--- src/rtl/lvds_rx_clk_align.sv ---
// lvds_rx_clk_align: 7:1 LVDS receive word aligner.
// Rotates clock and data lanes until the clock lane reads CLK_PATTERN.
module lvds_rx_clk_align #(
  parameter int         NUM_LANES     = 4,
  parameter logic [6:0] CLK_PATTERN   = 7'b1100011,
  parameter int         SETTLE_CYCLES = 2,
  parameter int         LOCK_COUNT    = 16,
  parameter int         ERR_LIMIT     = 4
) (
  input  logic                   I_clk_1x,
  input  logic                   I_rst_n,
  input  logic [6:0]             I_clk_word,
  input  logic [7*NUM_LANES-1:0] I_data,
  output logic [7*NUM_LANES-1:0] O_data,
  output logic                   O_lock,
  output logic [2:0]             O_offset,
  output logic                   O_relock,
  output logic [15:0]            O_err_cnt
);

  localparam int DW = 7 * NUM_LANES;
  localparam int MW = $clog2(LOCK_COUNT + 1);
  localparam int EW = $clog2(ERR_LIMIT + 1);
  localparam int SW = $clog2(SETTLE_CYCLES + 1);

  typedef enum logic [1:0] {
    SEARCH,
    SETTLE,
    VERIFY,
    LOCKED
  } state_t;

  state_t state_q, state_d;

  logic [6:0]    clk_cur_q, clk_prev_q;
  logic [DW-1:0] dat_cur_q, dat_prev_q;
  logic [1:0]    vld_q;
  logic [2:0]    off_q, off_d;
  logic [SW-1:0] settle_q, settle_d;
  logic [MW-1:0] match_q, match_d;
  logic [EW-1:0] mis_q, mis_d;
  logic          lock_q, lock_d;
  logic          relock_q, relock_d;
  logic [15:0]   err_q, err_d;
  logic [DW-1:0] data_q;

  logic [6:0]    clk_al;
  logic [DW-1:0] dat_al;
  logic          match;
  logic          hist_ok;
  logic [2:0]    off_adv;

  function automatic logic [6:0] rot_sel(
    input logic [13:0] cat,
    input logic [2:0]  off
  );
    logic [6:0] r;
    r = '0;
    for (int i = 0; i < 7; i++) begin
      r[i] = cat[int'(off) + i];
    end
    return r;
  endfunction

  // Input history: two words per lane, plus a fill flag so the first
  // comparisons only happen once both history words hold real input.
  always_ff @(posedge I_clk_1x or negedge I_rst_n) begin
    if (!I_rst_n) begin
      clk_cur_q  <= '0;
      clk_prev_q <= '0;
      dat_cur_q  <= '0;
      dat_prev_q <= '0;
      vld_q      <= '0;
    end else begin
      clk_cur_q  <= I_clk_word;
      clk_prev_q <= clk_cur_q;
      dat_cur_q  <= I_data;
      dat_prev_q <= dat_cur_q;
      vld_q      <= {vld_q[0], 1'b1};
    end
  end

  // Barrel select of the clock lane and all data lanes at the current offset.
  always_comb begin
    clk_al = rot_sel({clk_prev_q, clk_cur_q}, off_q);
    dat_al = '0;
    for (int n = 0; n < NUM_LANES; n++) begin
      dat_al[7*n +: 7] = rot_sel({dat_prev_q[7*n +: 7],
                                  dat_cur_q[7*n +: 7]}, off_q);
    end
  end

  assign match   = (clk_al == CLK_PATTERN);
  assign hist_ok = vld_q[1];
  assign off_adv = (off_q == 3'd6) ? 3'd0 : off_q + 3'd1;

  // Alignment FSM: search, settle after each offset change, verify, track.
  always_comb begin
    state_d  = state_q;
    off_d    = off_q;
    settle_d = settle_q;
    match_d  = match_q;
    mis_d    = mis_q;
    lock_d   = lock_q;
    relock_d = 1'b0;
    err_d    = err_q;
    unique case (state_q)
      SEARCH: begin
        if (hist_ok) begin
          if (match) begin
            state_d = VERIFY;
            match_d = MW'(1);
          end else begin
            off_d    = off_adv;
            settle_d = '0;
            state_d  = SETTLE;
          end
        end
      end
      SETTLE: begin
        settle_d = settle_q + SW'(1);
        if (settle_q == SW'(SETTLE_CYCLES - 1)) begin
          settle_d = '0;
          state_d  = SEARCH;
        end
      end
      VERIFY: begin
        if (match) begin
          match_d = match_q + MW'(1);
          if (match_q + MW'(1) == MW'(LOCK_COUNT)) begin
            state_d = LOCKED;
            lock_d  = 1'b1;
            mis_d   = '0;
          end
        end else begin
          match_d  = '0;
          off_d    = off_adv;
          settle_d = '0;
          state_d  = SETTLE;
        end
      end
      LOCKED: begin
        if (match) begin
          mis_d = '0;
        end else begin
          if (err_q != 16'hFFFF) begin
            err_d = err_q + 16'd1;
          end
          if (mis_q == EW'(ERR_LIMIT - 1)) begin
            mis_d    = '0;
            match_d  = '0;
            lock_d   = 1'b0;
            relock_d = 1'b1;
            off_d    = off_adv;
            settle_d = '0;
            state_d  = SETTLE;
          end else begin
            mis_d = mis_q + EW'(1);
          end
        end
      end
      default: state_d = SEARCH;
    endcase
  end

  // FSM state, counters and registered outputs.
  always_ff @(posedge I_clk_1x or negedge I_rst_n) begin
    if (!I_rst_n) begin
      state_q  <= SEARCH;
      off_q    <= '0;
      settle_q <= '0;
      match_q  <= '0;
      mis_q    <= '0;
      lock_q   <= 1'b0;
      relock_q <= 1'b0;
      err_q    <= '0;
      data_q   <= '0;
    end else begin
      state_q  <= state_d;
      off_q    <= off_d;
      settle_q <= settle_d;
      match_q  <= match_d;
      mis_q    <= mis_d;
      lock_q   <= lock_d;
      relock_q <= relock_d;
      err_q    <= err_d;
      data_q   <= dat_al;
    end
  end

  assign O_data    = data_q;
  assign O_lock    = lock_q;
  assign O_offset  = off_q;
  assign O_relock  = relock_q;
  assign O_err_cnt = err_q;

endmodule

--- config.mk ---
export PLATFORM = sky130hd
export DESIGN_NAME = lvds_rx_clk_align
export DESIGN_NICKNAME = d
export VERILOG_FILES = /design/src/rtl/lvds_rx_clk_align.sv
export SDC_FILE = /design/constraint.sdc
export NUM_CORES = 1
export LEC_CHECK = 0
export ABC_AREA = 1
export BUFFER_PORTS_ARGS = -buffer_cell sky130_fd_sc_hd__buf_2
export CAP_MARGIN = 25
export CORE_MARGIN = 2
export CORE_UTILIZATION = 38
export CTS_BUF_LIST = sky130_fd_sc_hd__clkbuf_8 sky130_fd_sc_hd__clkbuf_16
export CTS_CLUSTER_DIAMETER = 150
export DETAILED_ROUTE_END_ITERATION = 8
export SYNTH_ARGS = -nofsm -noshare
export SYNTH_HDL_FRONTEND = slang
export SYNTH_SLANG_ARGS = --single-unit
export TNS_END_PERCENT = 50
--- constraint.sdc ---
create_clock -name I_clk_1x -period 9.4 [get_ports I_clk_1x]
set_input_delay 1.41 -clock I_clk_1x [delete_from_list [all_inputs] [get_ports I_clk_1x]]
set_output_delay 1.41 -clock I_clk_1x [all_outputs]
set_load 0.005 [all_outputs]
==> metrics.csv <==
stage,metric,value,unit
status,outcome,"complete, no violations",
yosys,ys_ff_latch,133,
power_and_ir_drop,power.density,340,nW/µm²
routing,drtIter0Drc,567,
clock_tree,post_cts_buffers,0,
worst_hold_path,hp-class,register to register,
clock_tree,clock-root-buffer,clkbuf_16,
routing,ant_nets,0,
finish,diodes,0,
clock_tree,clock_latency,430,ps
die,core,17400,µm²
yosys,syn_area,6810,µm²
clock_tree,numCtsBuffers,17,
yosys,yosysMostFrequentCell,nand2_1,
sta,rsz0062_at_grt,false,
grt,grt_usage,19.5,%
sta,clock.fmax,248,MHz
yosys,yosys_most_used_dff,dfrtp_1,
critical_path,startpoint_type,register,
critical_path,r2r_start,O_offset[1]$_DFFE_PN0P_,
grt,grt_max_degree,91,
power_and_ir_drop,finalPower,0.00269,W
routing,finalWirelength,17400,µm
clock_tree,clock_sinks,133,
finish,drive_gt1_share,14.4,%
yosys,synth_top_area_share,48.9,%
critical_path,regToRegEndpoint,O_err_cnt[5]$_DFFE_PN0P_,
die,rows,48,
die,io-pin-count,86,
yosys,syn_inst,865,
yosys,synth_common_cells,"301 x nand2_1, 133 x dfrtp_1, 98 x o21ai_0",
sta,fin_crit_sh,42.9,%
power_and_ir_drop,peakVddDrop,189,µV
critical_path,critPathMaxFanout,46,
routing,drcViolationCount,0,
worst_hold_path,whs_endpoint,vld_q[1]$_DFF_PN0_,
critical_path,rrSetupSlack,5370,ps
routing,via_per_inst,5.08,
yosys,ys_types,34,
power_and_ir_drop,total_leakage_power,3.92,nW
critical_path,cp_data_required_time,9710,ps
sta,slew_headroom,41.6,%
yosys,syn_nets,913,
finish,final_core_util,45.5,%
worst_hold_path,hold_depth,0,
clock_tree,clk_pin_slew,60,ps
sta,fin_skew,12.5,ps
clock_tree,cts-resized-gates,0,
sta,worstMarginPinSlew,873,ps
grt,grt_antenna_before_repair,0,
routing,vias,5943,
critical_path,crit_type,register to register,
sta,hold_viol_final,0,
place,routabilityCongestion,0.850,
clock_tree,hold_buffers,0,
yosys,yosysSeqAreaShare,48.9,%
clock_tree,cts_max_path_buffers,2,
die,die_h,138,µm
die,die_w,138,µm
run,cap_violations,0,
yosys,syn_avg_cell_area,7.87,µm²
place,io_buffers,85,
place,dpl.hpwl,12300,µm
yosys,synth-warning-count,0,
finish,seq_area,3330,µm²
finish,multi_input_area,3040,µm²
yosys,synth_edf_count,0,
worst_hold_path,min_from,vld_q[0]$_DFF_PN0_,
routing,wl_per_cell,14.9,µm
critical_path,cp_data_arrival_time,4340,ps
sta,fin_setup_tns,0,ps
yosys,synthTopCellsByArea,"dfrtp_1 49%, nand2_1 17%, o21ai_0 7.2%",
grt,grt_pass1_wl,27900,µm
clock_tree,htreeDepth,4,
critical_path,end_kind,register,
finish,area_delta_synth_final,16.4,%
die,start_util,39.1,%
critical_path,reg2reg_depth,17,
sta,finalSetupViolCount,0,
clock_tree,cts_tree,done,
grt,globalRoute.totalOverflow,0,
die,die-area,19000,µm²
finish,nFillCells,1798,
sta,period_minus_slack,4030,ps
finish,nNetsFinal,981,
sta,finalMaxSlewViolations,0,
yosys,synth_top_cell_by_area,dfrtp_1,
routing,dr.pass1.iters,6,
yosys,synthArstFlopShare,100,%
grt,first_global_vias,5347,
final cells by class:
type                       instances  share of cell area, %
timing repair buffer              91                   6.27
inverter                          60                   2.84
clock inverter                    14                   1.44
clock buffer                      18                   5.54
multi-input combinational        630                   38.3
tap                              225                   3.55
sequential                       133                   42.0
per-layer routing:
metal	global-route usage, %	wire, µm	vias up
met1	29.0	8500	2797
li1	-	-	2960
met2	28.7	7510	168
met4	6.18	238	0
met5	0	0	-
met3	3.68	1150	18
where the power goes:
part | internal, W | total [W] | switching (W)
registers | 0.000676 | 0.000730 | 0.0000542
logic | 0.000435 | 0.00134 | 0.000902
clock network | 0.000367 | 0.000626 | 0.000258
total | 0.00148 | 0.00269 | 0.00121
state kept, by name, indices dropped and copies added (netlist names):
| signal | cells |
|---|---|
| clk_prev_q | 7 |
| clk_cur_q | 7 |
| vld_q | 2 |
| match_q | 5 |
| mis_q | 3 |
| O_offset | 3 |
| state_q | 2 |
| O_err_cnt | 16 |
| O_lock | 1 |
| settle_q | 2 |
| dat_cur_q | 28 |
| O_data | 28 |
| dat_prev_q | 28 |
| O_relock | 1 |
critical path, cell delays in order (launching register included):
cell and delay [ps]:
dfrtp_1 350, buf_4 220, inv_2 510, ha_1 480
buf_16 240, inv_2 330, nand3_1 170, nand3_1 110
nand2_1 50, nand2_1 50, nand2_1 60, nand2_1 100
nor2_4 60, nand2_4 90, and3_1 690, inv_2 200
nand2_1 100, o21ai_0 70
kinds of logic after synthesis:
kind of cell / Yosys count / synth area share [%]
buffers and inverters: 102 / 6.47
adder cells (fa/ha/maj): 11 / 2.02
AND/OR/NAND/NOR: 428 / 25.8
other: 1 / 0.0551
multiplexers: 11 / 1.62
flip-flops: 133 / 48.9
XOR/XNOR: 17 / 2.19
AO/OA/AOI/OAI: 162 / 13.0
layout by cell type, fill, tap and decap left out, types with 2 or more instances in the layout:
master and n:
xnor2_1 8, xor2_1 9, dfrtp_1 132, mux2i_1 11, buf_2 84, nor2_1 34, o21ai_1 5, clkinv_2 4
o211ai_1 16, nand2_2 3, inv_2 6, a32oi_1 4, ha_1 11, nand3_1 72, nor3_1 7, nor2_4 2
clkinvlp_4 4, a32o_1 2, nand4_1 4, clkinv_4 2, a21oi_1 35, o21ai_0 98, inv_1 55, nand2_1 301
clkbuf_16 17, buf_4 5
stage by stage:
stage	area, µm²	worst slack, ps	hold WS, ps	std cells
after floorplan	6810	6280	331	865
after global placement	7340	5060	336	1138
after detailed placement	7370	5390	338	1139
after CTS	7930	5380	351	1171
after global routing	7930	4920	363	1171
final	7930	5370	348	1171
worst max path at each step:
| stage | from | endpoint |
|---|---|---|
| floorplan | O_offset[1]$_DFFE_PN0P_ | O_err_cnt[0]$_DFFE_PN0P_ |
| global placement | O_offset[1]$_DFFE_PN0P_ | O_err_cnt[15]$_DFFE_PN0P_ |
| detailed placement | O_offset[1]$_DFFE_PN0P_ | O_err_cnt[15]$_DFFE_PN0P_ |
| CTS | O_offset[1]$_DFFE_PN0P_ | O_err_cnt[15]$_DFFE_PN0P_ |
| global route | O_offset[1]$_DFFE_PN0P_ | O_err_cnt[15]$_DFFE_PN0P_ |
| finish | O_offset[1]$_DFFE_PN0P_ | O_err_cnt[5]$_DFFE_PN0P_ |
Note: power is estimated with default switching activity, not from simulation.
